$ cat config.mk
export PLATFORM = sky130hd
export DESIGN_NAME = snake_game_ctrl
export DESIGN_NICKNAME = d
export VERILOG_FILES = /design/src/rtl/snake_game_ctrl.sv
export SDC_FILE = /design/constraint.sdc
export NUM_CORES = 1
export LEC_CHECK = 0
export ABC_AREA = 1
export CORE_ASPECT_RATIO = 0.5
export CORE_UTILIZATION = 45
export CTS_CLUSTER_DIAMETER = 50
export DETAILED_ROUTE_END_ITERATION = 10
export MAX_ROUTING_LAYER = met4
export PLACE_DENSITY = 0.63
export SYNTH_ARGS = -nofsm -noshare
export SYNTH_HDL_FRONTEND = slang
export SYNTH_SLANG_ARGS = --single-unit
$ cat constraint.sdc
create_clock -name CLOCK -period 9.2 [get_ports CLOCK]
set_input_delay 1.38 -clock CLOCK [delete_from_list [all_inputs] [get_ports CLOCK]]
set_output_delay 1.38 -clock CLOCK [all_outputs]
set_load 0.005 [all_outputs]
$ cat src/rtl/snake_game_ctrl.sv
// rtl/snake_game_ctrl.sv - game-level sequencer for the snake datapath
//
// Runs the IDLE/PLAY/PAUSE/OVER game flow, times move steps at a
// length-dependent speed, queues turn requests so each step applies at
// most one turn, and keeps a saturating two-digit BCD score.
//
// Ports:
//   CLOCK        system clock
//   reset        synchronous active-high reset
//   start_pulse  one-cycle start / pause / resume request
//   left_pulse   one-cycle turn-left request
//   right_pulse  one-cycle turn-right request
//   collision    head-hit level from the datapath
//   food_eaten   one-cycle eat strobe from the datapath
//   len          current snake length from the datapath
//   step_en      one-cycle move strobe to the datapath
//   turn_left    turn left on this step, only alongside step_en
//   turn_right   turn right on this step, only alongside step_en
//   clear_snake  one-cycle datapath re-initialise strobe
//   state        0=IDLE 1=PLAY 2=PAUSE 3=OVER
//   speed_level  current speed level 0..3
//   score_bcd    score, tens digit in [7:4], units digit in [3:0]

module snake_game_ctrl #(
  parameter int BASE_PERIOD = 4194304,
  parameter int CNT_W       = 23,
  parameter int START_LEN   = 3,
  parameter int LVL_SHIFT   = 2,
  parameter int MAX_LEN     = 31
) (
  input  logic       CLOCK,
  input  logic       reset,
  input  logic       start_pulse,
  input  logic       left_pulse,
  input  logic       right_pulse,
  input  logic       collision,
  input  logic       food_eaten,
  input  logic [4:0] len,
  output logic       step_en,
  output logic       turn_left,
  output logic       turn_right,
  output logic       clear_snake,
  output logic [1:0] state,
  output logic [1:0] speed_level,
  output logic [7:0] score_bcd
);

  localparam logic [1:0] ST_IDLE  = 2'd0;
  localparam logic [1:0] ST_PLAY  = 2'd1;
  localparam logic [1:0] ST_PAUSE = 2'd2;
  localparam logic [1:0] ST_OVER  = 2'd3;

  // Period needs one bit more than the timer: BASE_PERIOD may equal 2^CNT_W.
  localparam int PW = CNT_W + 1;
  localparam logic [PW-1:0] BASE_P      = PW'(BASE_PERIOD);
  localparam logic [4:0]    START_LEN_W = 5'(START_LEN);
  localparam logic [4:0]    MAX_LEN_W   = 5'(MAX_LEN);

  logic [1:0]       state_q, state_d;
  logic             step_en_q, step_en_d;
  logic             turn_left_q, turn_left_d;
  logic             turn_right_q, turn_right_d;
  logic             clear_snake_q, clear_snake_d;
  logic [1:0]       speed_level_q, speed_level_d;
  logic [7:0]       score_q, score_d;
  logic [CNT_W-1:0] timer_q, timer_d;
  // Turn queue: entry 0 is the head, 1 = left, 0 = right.
  logic [1:0]       q_data_q, q_data_d;
  logic [1:0]       q_cnt_q, q_cnt_d;

  logic [4:0]    len_above;
  logic [4:0]    lvl_raw;
  logic [PW-1:0] period;
  logic [PW-1:0] period_m1;
  logic [PW-1:0] timer_ext;
  logic          enter_play;
  logic          step_fire;
  logic          push_req;
  logic          push_left;

  function automatic logic [7:0] bcd_inc(input logic [7:0] v);
    logic [7:0] r;
    if (v == 8'h99) begin
      r = v;
    end else if (v[3:0] == 4'd9) begin
      r = {v[7:4] + 4'd1, 4'd0};
    end else begin
      r = {v[7:4], v[3:0] + 4'd1};
    end
    return r;
  endfunction

  // Speed level is combinational from len so a speed-up affects the very
  // cycle it appears in; the speed_level output is its registered copy.
  always_comb begin
    len_above     = len - START_LEN_W;
    lvl_raw       = len_above >> LVL_SHIFT;
    speed_level_d = 2'd0;
    if (len >= START_LEN_W) begin
      if (lvl_raw > 5'd3) begin
        speed_level_d = 2'd3;
      end else begin
        speed_level_d = lvl_raw[1:0];
      end
    end
    period    = BASE_P >> speed_level_d;
    period_m1 = period - PW'(1);
    timer_ext = {1'b0, timer_q};
  end

  always_comb begin
    state_d       = state_q;
    step_en_d     = 1'b0;
    turn_left_d   = 1'b0;
    turn_right_d  = 1'b0;
    clear_snake_d = 1'b0;
    score_d       = score_q;
    timer_d       = timer_q;
    q_data_d      = q_data_q;
    q_cnt_d       = q_cnt_q;
    enter_play    = 1'b0;
    step_fire     = 1'b0;
    push_req      = 1'b0;
    push_left     = 1'b0;

    case (state_q)
      ST_IDLE: begin
        if (start_pulse) begin
          state_d    = ST_PLAY;
          enter_play = 1'b1;
        end
      end
      ST_PLAY: begin
        if (collision) begin
          state_d = ST_OVER;
        end else if (len >= MAX_LEN_W) begin
          state_d = ST_OVER;
        end else if (start_pulse) begin
          state_d = ST_PAUSE;
        end
        // The timer advances on every PLAY cycle, including the one that
        // leaves PLAY, so a pause/resume keeps the step cadence intact.
        // The >= compare makes a mid-count speed-up fire at once.
        if (timer_ext >= period_m1) begin
          timer_d   = '0;
          step_fire = (state_d == ST_PLAY);
        end else begin
          timer_d = timer_q + CNT_W'(1);
        end
        if (food_eaten && !collision) begin
          score_d = bcd_inc(score_q);
        end
        // Simultaneous left and right cancel each other.
        push_req  = left_pulse ^ right_pulse;
        push_left = left_pulse;
      end
      ST_PAUSE: begin
        if (start_pulse) begin
          state_d = ST_PLAY;
        end
      end
      ST_OVER: begin
        if (start_pulse) begin
          state_d    = ST_PLAY;
          enter_play = 1'b1;
        end
      end
      default: begin
        state_d = ST_IDLE;
      end
    endcase

    // Pop before push so a request arriving on a step cycle is accepted
    // even when the queue was full.
    if (step_fire) begin
      step_en_d = 1'b1;
      if (q_cnt_q != 2'd0) begin
        turn_left_d  = q_data_q[0];
        turn_right_d = ~q_data_q[0];
        q_data_d     = {1'b0, q_data_q[1]};
        q_cnt_d      = q_cnt_q - 2'd1;
      end
    end
    if (push_req && (q_cnt_d != 2'd2)) begin
      if (q_cnt_d == 2'd0) begin
        q_data_d[0] = push_left;
      end else begin
        q_data_d[1] = push_left;
      end
      q_cnt_d = q_cnt_d + 2'd1;
    end

    if (enter_play) begin
      clear_snake_d = 1'b1;
      score_d       = 8'h00;
      timer_d       = '0;
      q_data_d      = 2'b00;
      q_cnt_d       = 2'd0;
    end
  end

  always_ff @(posedge CLOCK) begin
    if (reset) begin
      state_q       <= ST_IDLE;
      step_en_q     <= 1'b0;
      turn_left_q   <= 1'b0;
      turn_right_q  <= 1'b0;
      clear_snake_q <= 1'b0;
      speed_level_q <= 2'd0;
      score_q       <= 8'h00;
      timer_q       <= '0;
      q_data_q      <= 2'b00;
      q_cnt_q       <= 2'd0;
    end else begin
      state_q       <= state_d;
      step_en_q     <= step_en_d;
      turn_left_q   <= turn_left_d;
      turn_right_q  <= turn_right_d;
      clear_snake_q <= clear_snake_d;
      speed_level_q <= speed_level_d;
      score_q       <= score_d;
      timer_q       <= timer_d;
      q_data_q      <= q_data_d;
      q_cnt_q       <= q_cnt_d;
    end
  end

  assign step_en     = step_en_q;
  assign turn_left   = turn_left_q;
  assign turn_right  = turn_right_q;
  assign clear_snake = clear_snake_q;
  assign state       = state_q;
  assign speed_level = speed_level_q;
  assign score_bcd   = score_q;

endmodule

* Yosys cells after proc, flatten, opt, wreduce, memory -nomap -nowiden
Cells that the tools add are included.
** Word-level totals
- Word-level logic and storage cells :: 74
- Memory bits (writable) :: 0
- Input port bits :: 12
- Register bits :: 43
- Memories :: 0
- Bits in latches :: 0
- ROM bits :: 0
- Output and inout port bits :: 16
** Operators by class
- Shift-type cells :: 1
- Reductions and logical operators :: 12
- $mul :: 0
- Bitwise operators :: 5
- Divide/modulo/power cells :: 0
- $lt $le $gt $ge :: 4
- Mux-type cells :: 26
- Eq/ne operators :: 8
- Add/sub/neg operators :: 7
** Operators by type and width (number)
- $mux W2 :: 13
- $ge A23 B24 Y1 :: 1
- $shr A23 B2 Y24 const A :: 1
- $sub A24 B1 Y24 const B :: 1
- $add A23 B1 Y23 const B :: 1
- $mux W23 :: 1
- $mux W1 :: 10
- $add A4 B1 Y4 const B :: 2
- $eq A8 B8 Y1 const B :: 1
- $reduce_or A3 Y1 :: 2
- $ge A5 B2 Y1 const B :: 1
- $ge A5 B5 Y1 const B :: 1
- $sub A5 B2 Y5 const B :: 1
- $eq A2 B1 Y1 const B :: 2
- $eq A2 B2 Y1 const B :: 2
- $eq A4 B4 Y1 const B :: 1
- $logic_not A2 Y1 :: 2
- $mux W4 :: 1
- $not A1 Y1 :: 4
- $pmux W2 S2 :: 1
- $reduce_and A4 Y1 :: 1
- $reduce_or A2 Y1 :: 2
- $gt A3 B2 Y1 const B :: 1
- $reduce_and A3 Y1 :: 1
- 8 further kinds :: 9

* Depth between registers and ports, before layout
Gate-level depths: netlist of the first run.
- Word-level depth :: 13
- Gate-level depth with buffers :: 25
- Mapped depth without buffers :: 25

* Least setup slack after synthesis of the first run
OpenSTA, ideal clock, no wires.
- Path kind :: input to register
- From :: input len[0]
- To :: register q_data_q[1]
- Required time :: 9.081 ns
- Stages on the path :: 23
- Data arrival time :: 4.034 ns
- Path buffers :: 0
- Library setup time :: 0.119 ns
- Path slack :: 5.046 ns
- Cells stage by stage :: nand2_1 -> nand2_1 -> nand2_1 -> nand2_1 -> inv_1 -> nor2_1 -> inv_1 -> ha_1 -> ha_1 -> nand3_1 -> a21oi_1 -> nand2_2 -> nand2_4 -> nand2_4 -> o21ai_4 -> inv_1 -> ha_1 -> nor3_1 -> and2_1 -> inv_1 -> or2_2 -> o21ai_0 -> a21oi_1
** On the way
- Longest elaborated chain between the ends :: 13
- Elaborated cells between the ends (all ways) :: 22
- Classes of those cells :: add/sub: 2; order compare: 4; eq/ne: 2; shift: 1; mux: 11; reduce/logical: 2
** RTL lines
- start: declaration :: RTL line 38 : input logic [4:0] len,
- $sub A5 B2 Y5 :: RTL line 96 : len_above = len - START_LEN_W;
- $gt A3 B2 Y1 :: RTL line 100 : if (lvl_raw > 5'd3) begin
- $mux W2 :: RTL line 100
- $mux W2 :: RTL line 99 : if (len >= START_LEN_W) begin
- $shr A23 B2 Y24 :: RTL line 106 : period = BASE_P >> speed_level_d;
- $sub A24 B1 Y24 :: RTL line 107 : period_m1 = period - PW'(1);
- $ge A23 B24 Y1 :: RTL line 144 : if (timer_ext >= period_m1) begin
- $mux W1 * :: RTL line 144
- $mux W1 * :: RTL line 126 : case (state_q)
- $mux W2 :: RTL line 175 : if (step_fire) begin
- $logic_not A2 Y1 / $ne A2 B2 Y1 (equally long branches) :: RTL line 185, 184
- $mux W1 / $logic_and A1 B1 Y1 (equally long branches) :: RTL line 185, 184
- $mux W2 * :: RTL line 184 : if (push_req && (q_cnt_d != 2'd2)) begin
- end signal: assignment :: RTL line 223 : q_data_q <= q_data_d;
- end: declaration :: RTL line 68 : logic [1:0] q_data_q, q_data_d;
Mark *: on every way between the ends. The rest lies on a longest branch, timed or not. The select of a mux whose other input is x is not followed.
A chain may end at the register's enable or synchronous reset.

* Final worst setup path of the first run
- From :: input len[1]
- To :: register q_data_q[1]
The elaborated chain is that of the path after synthesis.

==> results of run 1 <==
layout make-up:
type	count	area [sq um]	area share [%]
clock inverters	3	15.0	0.557
flip-flops and latches	43	861	31.9
well taps	66	82.6	3.06
repair buffers	27	270	10.0
clock buffers	5	68.8	2.55
multi-input cells	217	1200	44.7
inverters	52	195	7.24
where the power goes:
group | internal [uW] | switching, uW | leakage, uW
Combinational | 16.9 | 23.1 | 0.000677
Clock | 52.0 | 65.7 | 0.0000477
Sequential | 189 | 2.92 | 0.000348
Total | 258 | 91.8 | 0.00107
Yosys cell counts:
library cell and n:
a211oi_1 2, a211oi_2 3, a21oi_1 18, a31oi_1 2, and2_1 1, and3_1 1
buf_2 1, buf_4 1, buf_6 2, conb_1 1, dfxtp_1 43, ha_1 11
inv_1 52, nand2_1 51, nand2_2 6, nand2_4 3, nand3_1 12, nand4_1 9
nor2_1 49, nor2_2 6, nor2_4 2, nor3_1 6, nor3b_1 2, nor3b_2 1
nor4_1 1, o211ai_1 2, o21ai_0 12, o21ai_1 1, o21ai_2 1, o21ai_4 1
o22ai_1 2, o32ai_1 1, or2_2 2, xor2_1 8
state kept, by name, summed over array words and instances, names as in the netlist, named ones only:
signal	cells
clear_snake	1
q_cnt_q	1
q_data_q	2
score_bcd	8
speed_level	2
state	2
step_en	1
timer_q	23
turn_left	1
turn_right	1
worst max-delay path: cells and delay by family:
| kind | cells | cell delay (ns) |
|---|---|---|
| adders and majority gates | 3 | 0.72 |
| buffers and inverters | 5 | 0.72 |
| and+or+nand+nor | 12 | 1.46 |
| AOI/OAI and AO/OA | 4 | 0.52 |
routing by layer:
metal,GRT usage [%],up-vias
met5,-,-
met4,6.34,0
met3,5.20,7
met2,29.2,32
met1,26.6,921
li1,-,1068
stage by stage:
step	hold WS (ns)	power [uW]
detailed placement	0.448	236
global route	0.491	368
finish	0.464	350
CTS	0.468	353
global placement	0.445	236
floorplan	0.411	222
worst max-delay path by stage:
| stage | start | to | depth (start not counted) |
|---|---|---|---|
| 2_1_floorplan | len[0] | q_data_q[1]$_SDFF_PP0_ | 23 |
| 3_3_place_gp | len[0] | q_data_q[1]$_SDFF_PP0_ | 24 |
| 3_5_place_dp | len[1] | q_data_q[1]$_SDFF_PP0_ | 24 |
| 4_1_cts | len[1] | q_data_q[1]$_SDFF_PP0_ | 24 |
| 5_1_grt | len[0] | q_data_q[1]$_SDFF_PP0_ | 24 |
| 6_report | len[1] | q_data_q[1]$_SDFF_PP0_ | 24 |
kinds of logic (layout without fill, tap and decap cells):
family / count (synthesis) / count (layout) / synth area share (%)
AO/OA/AOI/OAI: 45 / 45 / 12.3
AND/OR/NAND/NOR: 152 / 152 / 31.0
adder cells (fa/ha/maj): 11 / 11 / 5.99
other: 1 / 1 / 0.163
XOR/XNOR: 8 / 8 / 3.05
buffers and inverters: 56 / 87 / 10.0
flip-flops: 43 / 43 / 37.5
==> flow_metrics.py, run 1 <==
metrics = {
    "worst_setup_path": {
        "rr_worst_depth": 19,
        "worstSetupPathType": "input pin to flip-flop",
        "cp_cell_sequence": "clkdlybuf4s50_1 > nand2_1 > nand2_1 > nand2_1 > nand2_1 > inv_1 > nor2_1 > inv_1 > ha_1 > ha_1 > nand3_1 > a21oi_1 > nand2_2 > nand2_4 > nand2_4 > o21ai_4 > inv_1 > ha_1 > nor3_1 > and2_1 > inv_1 > or2_2 > o21ai_0 > a21oi_1",
        "critPathLaunchType": "input pin",
        "critPathSlowestCell": "clkdlybuf4s50_1",
        "cp.required_ns": 9.39,
        "cp.arrival_ns": 4.78,
        "r2r_slack_ns": 6.41,
        "critPathMaxFanout": 6,
        "reg2reg_to": "q_data_q[1]$_SDFF_PP0_",
        "max_stage_delay_ns": 0.46,
        "end_kind": "flip-flop",
        "timing.rr.start": "timer_q[0]$_SDFFE_PP0P_",
    },
    "placed_design": {
        "pre_cts_ws_ns": 4.31,
        "dp_hpwl_microns": 3510,
        "port_buffers": 27,
        "dp.cells": 405,
        "postPlaceCellArea_sq_um": 2610,
        "place_congestion": 0.812,
    },
    "layout": {
        "layout_commonest_cell": "inv_1",
        "final_cell_mix": "inv_1, nand2_1, nor2_1",
        "area_growth_pct": 17.5,
        "final.fill_count": 450,
        "finalInstanceArea_sq_um": 2700,
        "instances_no_fill": 413,
        "drive_above_1_share_pct": 9.51,
        "n_antenna_cell": 0,
        "fin_nets": 369,
        "final_util_pct": 58.2,
    },
    "logic_synthesis": {
        "avgSynthCellArea_sq_um": 7.27,
        "yosysSeqAreaShare_pct": 37.5,
        "yosysUniqueCellTypes": 34,
        "ys_warn_count": 0,
        "synth.net_count": 339,
        "syn_area_sq_um": 2300,
        "netlist_instances": 316,
        "synth_area_leaders": "dfxtp_1, inv_1, nand2_1",
        "yosys.area.top_type": "dfxtp_1",
        "yosys.area.top_type_share_pct": 37.5,
        "synth_seq_cells": 43,
    },
    "cts": {
        "cts_tree": "yes",
        "post_cts_buffers": 0,
        "cts_hold_buf": 0,
        "cts_buffers": 5,
        "path_clk_slew_ns": 0.08,
        "htree_levels": 2,
        "clockBufferDepth": 2,
        "clk-insertion-delay-late_ns": 0.30,
        "clock-sinks": 43,
        "root_buffer": "clkbuf_8",
        "cts_resized": 0,
    },
    "global_routing": {
        "antenna_found_initial": 0,
        "grt_first_pass_wirelength_microns": 7870,
        "grt_max_degree": 22,
        "grt_usage_pct": 19.8,
        "gr-total-overflow": 0,
        "first_global_vias": 1783,
    },
    "routing": {
        "drtPass1Iterations": 4,
        "dr_wl_met3_microns": 169,
        "wl_met1_microns": 2480,
        "routedWlPerCell_microns": 11.0,
        "dr.max_layer_used": "met4",
        "dr_wl_met2_microns": 1850,
        "totalWireLength_microns": 4550,
        "via_count": 2028,
        "ant_nets": 0,
        "drt_iter0_drc": 77,
        "post-route-drc-count": 0,
        "via_per_inst": 4.91,
    },
    "timing": {
        "finalSetupViolations": 0,
        "drv_slew": 0,
        "hold_viol": 0,
        "period_minus_slack_ns": 4.59,
        "tightest_slew_ns": 1.11,
        "period_share_pct": 49.9,
        "rsz0062_at_grt": "false",
        "timing.fmax_ghz": 0.218,
        "max_slew_margin_pct": 26.2,
        "fin_setup_tns_ns": 0,
        "setup_slack_ns": 4.61,
        "worst_clock_skew_ns": 0.00604,
    },
    "status": {
        "outcome": "completed",
    },
    "run": {
        "cap_violations": 0,
    },
    "floorplanning": {
        "start_util_pct": 49.5,
        "io_pins": 28,
        "dieArea_sq_um": 5410,
        "die_w_microns": 103,
        "row_count": 17,
        "die_h_microns": 52.5,
        "core_area_sq_um": 4640,
    },
    "hold_path": {
        "holdPathStages": 1,
        "worstHoldPathType": "flip-flop to flip-flop",
        "worstHoldStart": "q_data_q[0]$_SDFF_PP0_",
        "holdPathEnd": "turn_right$_SDFF_PP0_",
    },
    "pwr": {
        "vdd_ir_drop_max_uv": 76.9,
        "power_density_nw_per_um2": 130,
        "power.leakage_uw": 0.00107,
    },
}
No activity file was read; power rests on OpenSTA's default activity.
==> inputs of run 2 (changes only) <==
--- a/config.mk
+++ b/config.mk
@@ -11,7 +11,7 @@
 export CTS_CLUSTER_DIAMETER = 50
 export DETAILED_ROUTE_END_ITERATION = 10
 export MAX_ROUTING_LAYER = met4
-export PLACE_DENSITY = 0.63
+export PLACE_DENSITY = 0.65
 export SYNTH_ARGS = -nofsm -noshare
 export SYNTH_HDL_FRONTEND = slang
 export SYNTH_SLANG_ARGS = --single-unit
==> constraint.sdc (replaced) <==
create_clock -name CLOCK -period 3.85 [get_ports CLOCK]
set_input_delay 0.5775 -clock CLOCK [delete_from_list [all_inputs] [get_ports CLOCK]]
set_output_delay 0.5775 -clock CLOCK [all_outputs]
set_load 0.005 [all_outputs]
==> flow_metrics.py, run 2 (synthesis results as in run 1) <==
metrics = {
    "cts": {
        "htree_levels": 2,
        "clockBufferDepth": 2,
        "cts_buffers": 5,
        "cts_tree": "yes",
        "clock-sinks": 43,
        "clk-insertion-delay-late_ns": 0.30,
        "root_buffer": "clkbuf_8",
        "path_clk_slew_ns": 0.08,
    },
    "global_routing": {
        "grt_max_degree": 22,
        "grt_usage_pct": 19.5,
        "grt_first_pass_wirelength_microns": 7800,
        "first_global_vias": 1799,
        "gr-total-overflow": 0,
        "antenna_found_initial": 0,
    },
    "placed_design": {
        "pre_cts_ws_ns": -0.0936,
        "port_buffers": 27,
        "place_congestion": 0.821,
        "dp_hpwl_microns": 3500,
    },
    "timing": {
        "holdWs_ns": 0.442,
        "hold_viol": 0,
        "rsz0062_at_grt": "false",
        "worst_clock_skew_ns": 0.00811,
        "period_minus_slack_ns": 3.58,
        "drv_slew": 0,
        "period_share_pct": 93.1,
        "finalSetupViolations": 0,
        "timing.fmax_ghz": 0.279,
        "setup_slack_ns": 0.266,
    },
    "status": {
        "outcome": "completed",
    },
    "worst_setup_path": {
        "startpoint": "len[0]",
        "cp_top_family": "simple AND/OR/NAND/NOR gates",
        "cp.arrival_ns": 3.77,
        "max_stage_delay_ns": 0.47,
        "cp_cell_sequence": "clkdlybuf4s50_1 > nand2_2 > o21ai_0 > inv_1 > nor2_2 > inv_1 > ha_1 > ha_1 > nand3_1 > a21oi_2 > nand2_2 > nand2_4 > nand2_4 > o21ai_4 > inv_1 > ha_1 > nor3_2 > and2_4 > inv_1 > or2_2 > o21ai_1 > a21oi_1",
        "cp.required_ns": 4.04,
        "critPathMaxFanout": 4,
        "critPathSlowestCell": "clkdlybuf4s50_1",
        "critPathMostFrequentCell": "inv_1",
        "worstSetupPathType": "input pin to flip-flop",
        "crit_buf_inv": 5,
        "timing.rr.start": "timer_q[0]$_SDFFE_PP0P_",
        "critPathLaunchType": "input pin",
        "end_kind": "flip-flop",
    },
    "hold_path": {
        "worstHoldStart": "q_data_q[0]$_SDFF_PP0_",
        "worstHoldPathType": "flip-flop to flip-flop",
    },
    "floorplanning": {
        "row_count": 17,
        "die_h_microns": 52.5,
        "dieArea_sq_um": 5410,
        "start_util_pct": 49.5,
        "io_pins": 28,
        "core_area_sq_um": 4640,
        "die_w_microns": 103,
    },
    "routing": {
        "ant_nets": 0,
        "post-route-drc-count": 0,
        "drt_iter0_drc": 46,
        "drtPass1Iterations": 6,
        "routedWlPerCell_microns": 10.8,
        "via_per_inst": 4.76,
        "via_count": 2005,
        "totalWireLength_microns": 4540,
    },
    "pwr": {
        "pwr-share-comb_pct": 10.6,
        "intPower_uw": 758,
        "power_frac_seq_pct": 46.6,
        "p_switching_uw": 227,
        "swShare_pct": 23.1,
        "vdd_ir_drop_max_uv": 155,
        "power_density_nw_per_um2": 348,
        "power.leakage_uw": 0.00113,
        "p_clk_share_pct": 42.8,
    },
    "layout": {
        "area_growth_pct": 23.2,
        "final_cell_mix": "inv_1, nand2_1, nor2_1",
        "drive_above_1_share_pct": 13.2,
        "final_util_pct": 61.0,
        "fin_nets": 377,
        "largest-register": "timer_q",
        "largest_reg_flops": 23,
        "n_antenna_cell": 0,
        "layout_commonest_cell": "inv_1",
    },
    "run": {
        "cap_violations": 0,
    },
}
run 2: cell count changes in the layout (fill, tap and decap cells not counted), sizes merged:
cell      delta
clkinvlp     +1
bufinv       +2
clkinv       -3
buf          +8
run 2: routing by layer:
layer / vias up / share of wire (%) / global-route usage (%)
met5: - / 0 / -
met4: 0 / 0.75 / 4.93
met3: 5 / 2.5 / 4.80
met2: 15 / 44 / 30.6
met1: 899 / 53 / 25.5
li1: 1086 / - / -
run 2: area by class of cell:
| class | count | area (sq um) |
|---|---|---|
| Clock buffer | 5 | 68.8 |
| Clock inverter | 3 | 67.6 |
| Fill cell | 449 | 1810 |
| Inverter | 52 | 195 |
| Multi-Input combinational cell | 217 | 1220 |
| Sequential cell | 43 | 861 |
| Tap cell | 66 | 82.6 |
| Timing Repair Buffer | 35 | 330 |
run 2: stage by stage:
step	power, uW	instances	setup TNS, ns	area [sq um]
finish	985	421	0	2830
global route	1030	421	0	2830
CTS	990	420	0	2800
detailed placement	569	412	-0.135	2670
global placement	568	412	0	2670
floorplan	531	316	0	2300
run 2: worst reg2reg max path: cells and delay by family, from the launching register on:
family,cells,cell delay (ns)
buf+inv,3,0.16
simple gates,11,1.26
fa+ha+maj,2,0.40
compound gates,3,0.32
flops,1,0.41
run 2: timing repair:
action / CTS / global route
setup buffers: 0 / 1
hold buffers: 0 / 0
gates resized for setup: 0 / 7
setup endpoints to repair: 0 / 2
run 2: final timing paths:
| path | end | slack, ns | depth (start not counted) |
|---|---|---|---|
| worst max-delay path | q_data_q[1]$_SDFF_PP0_ | 0.27 | 22 |
| worst min-delay path | turn_right$_SDFF_PP0_ | 0.44 | 1 |
| worst max register to register | q_data_q[1]$_SDFF_PP0_ | 1.18 | 19 |
| worst min register to register | turn_right$_SDFF_PP0_ | 0.44 | 1 |
run 2: power groups by stage:
stage | clock network [uW] | registers, uW | logic [uW]
finish | 422 | 459 | 104
global route | 450 | 460 | 117
CTS | 430 | 459 | 100
detailed placement | 0 | 469 | 99.5
global placement | 0 | 469 | 98.6
floorplan | 0 | 469 | 62.3
==> inputs of run 3 (changes only) <==
--- a/config.mk
+++ b/config.mk
@@ -6,6 +6,8 @@
 export NUM_CORES = 1
 export LEC_CHECK = 0
 export ABC_AREA = 1
+export ABC_CLOCK_PERIOD_IN_PS = 3850
+export CAP_MARGIN = 20
 export CORE_ASPECT_RATIO = 0.5
 export CORE_UTILIZATION = 45
 export CTS_CLUSTER_DIAMETER = 50
==> results of run 3 <==
The final DEF is identical to that of run 2; final timing and power are the same.
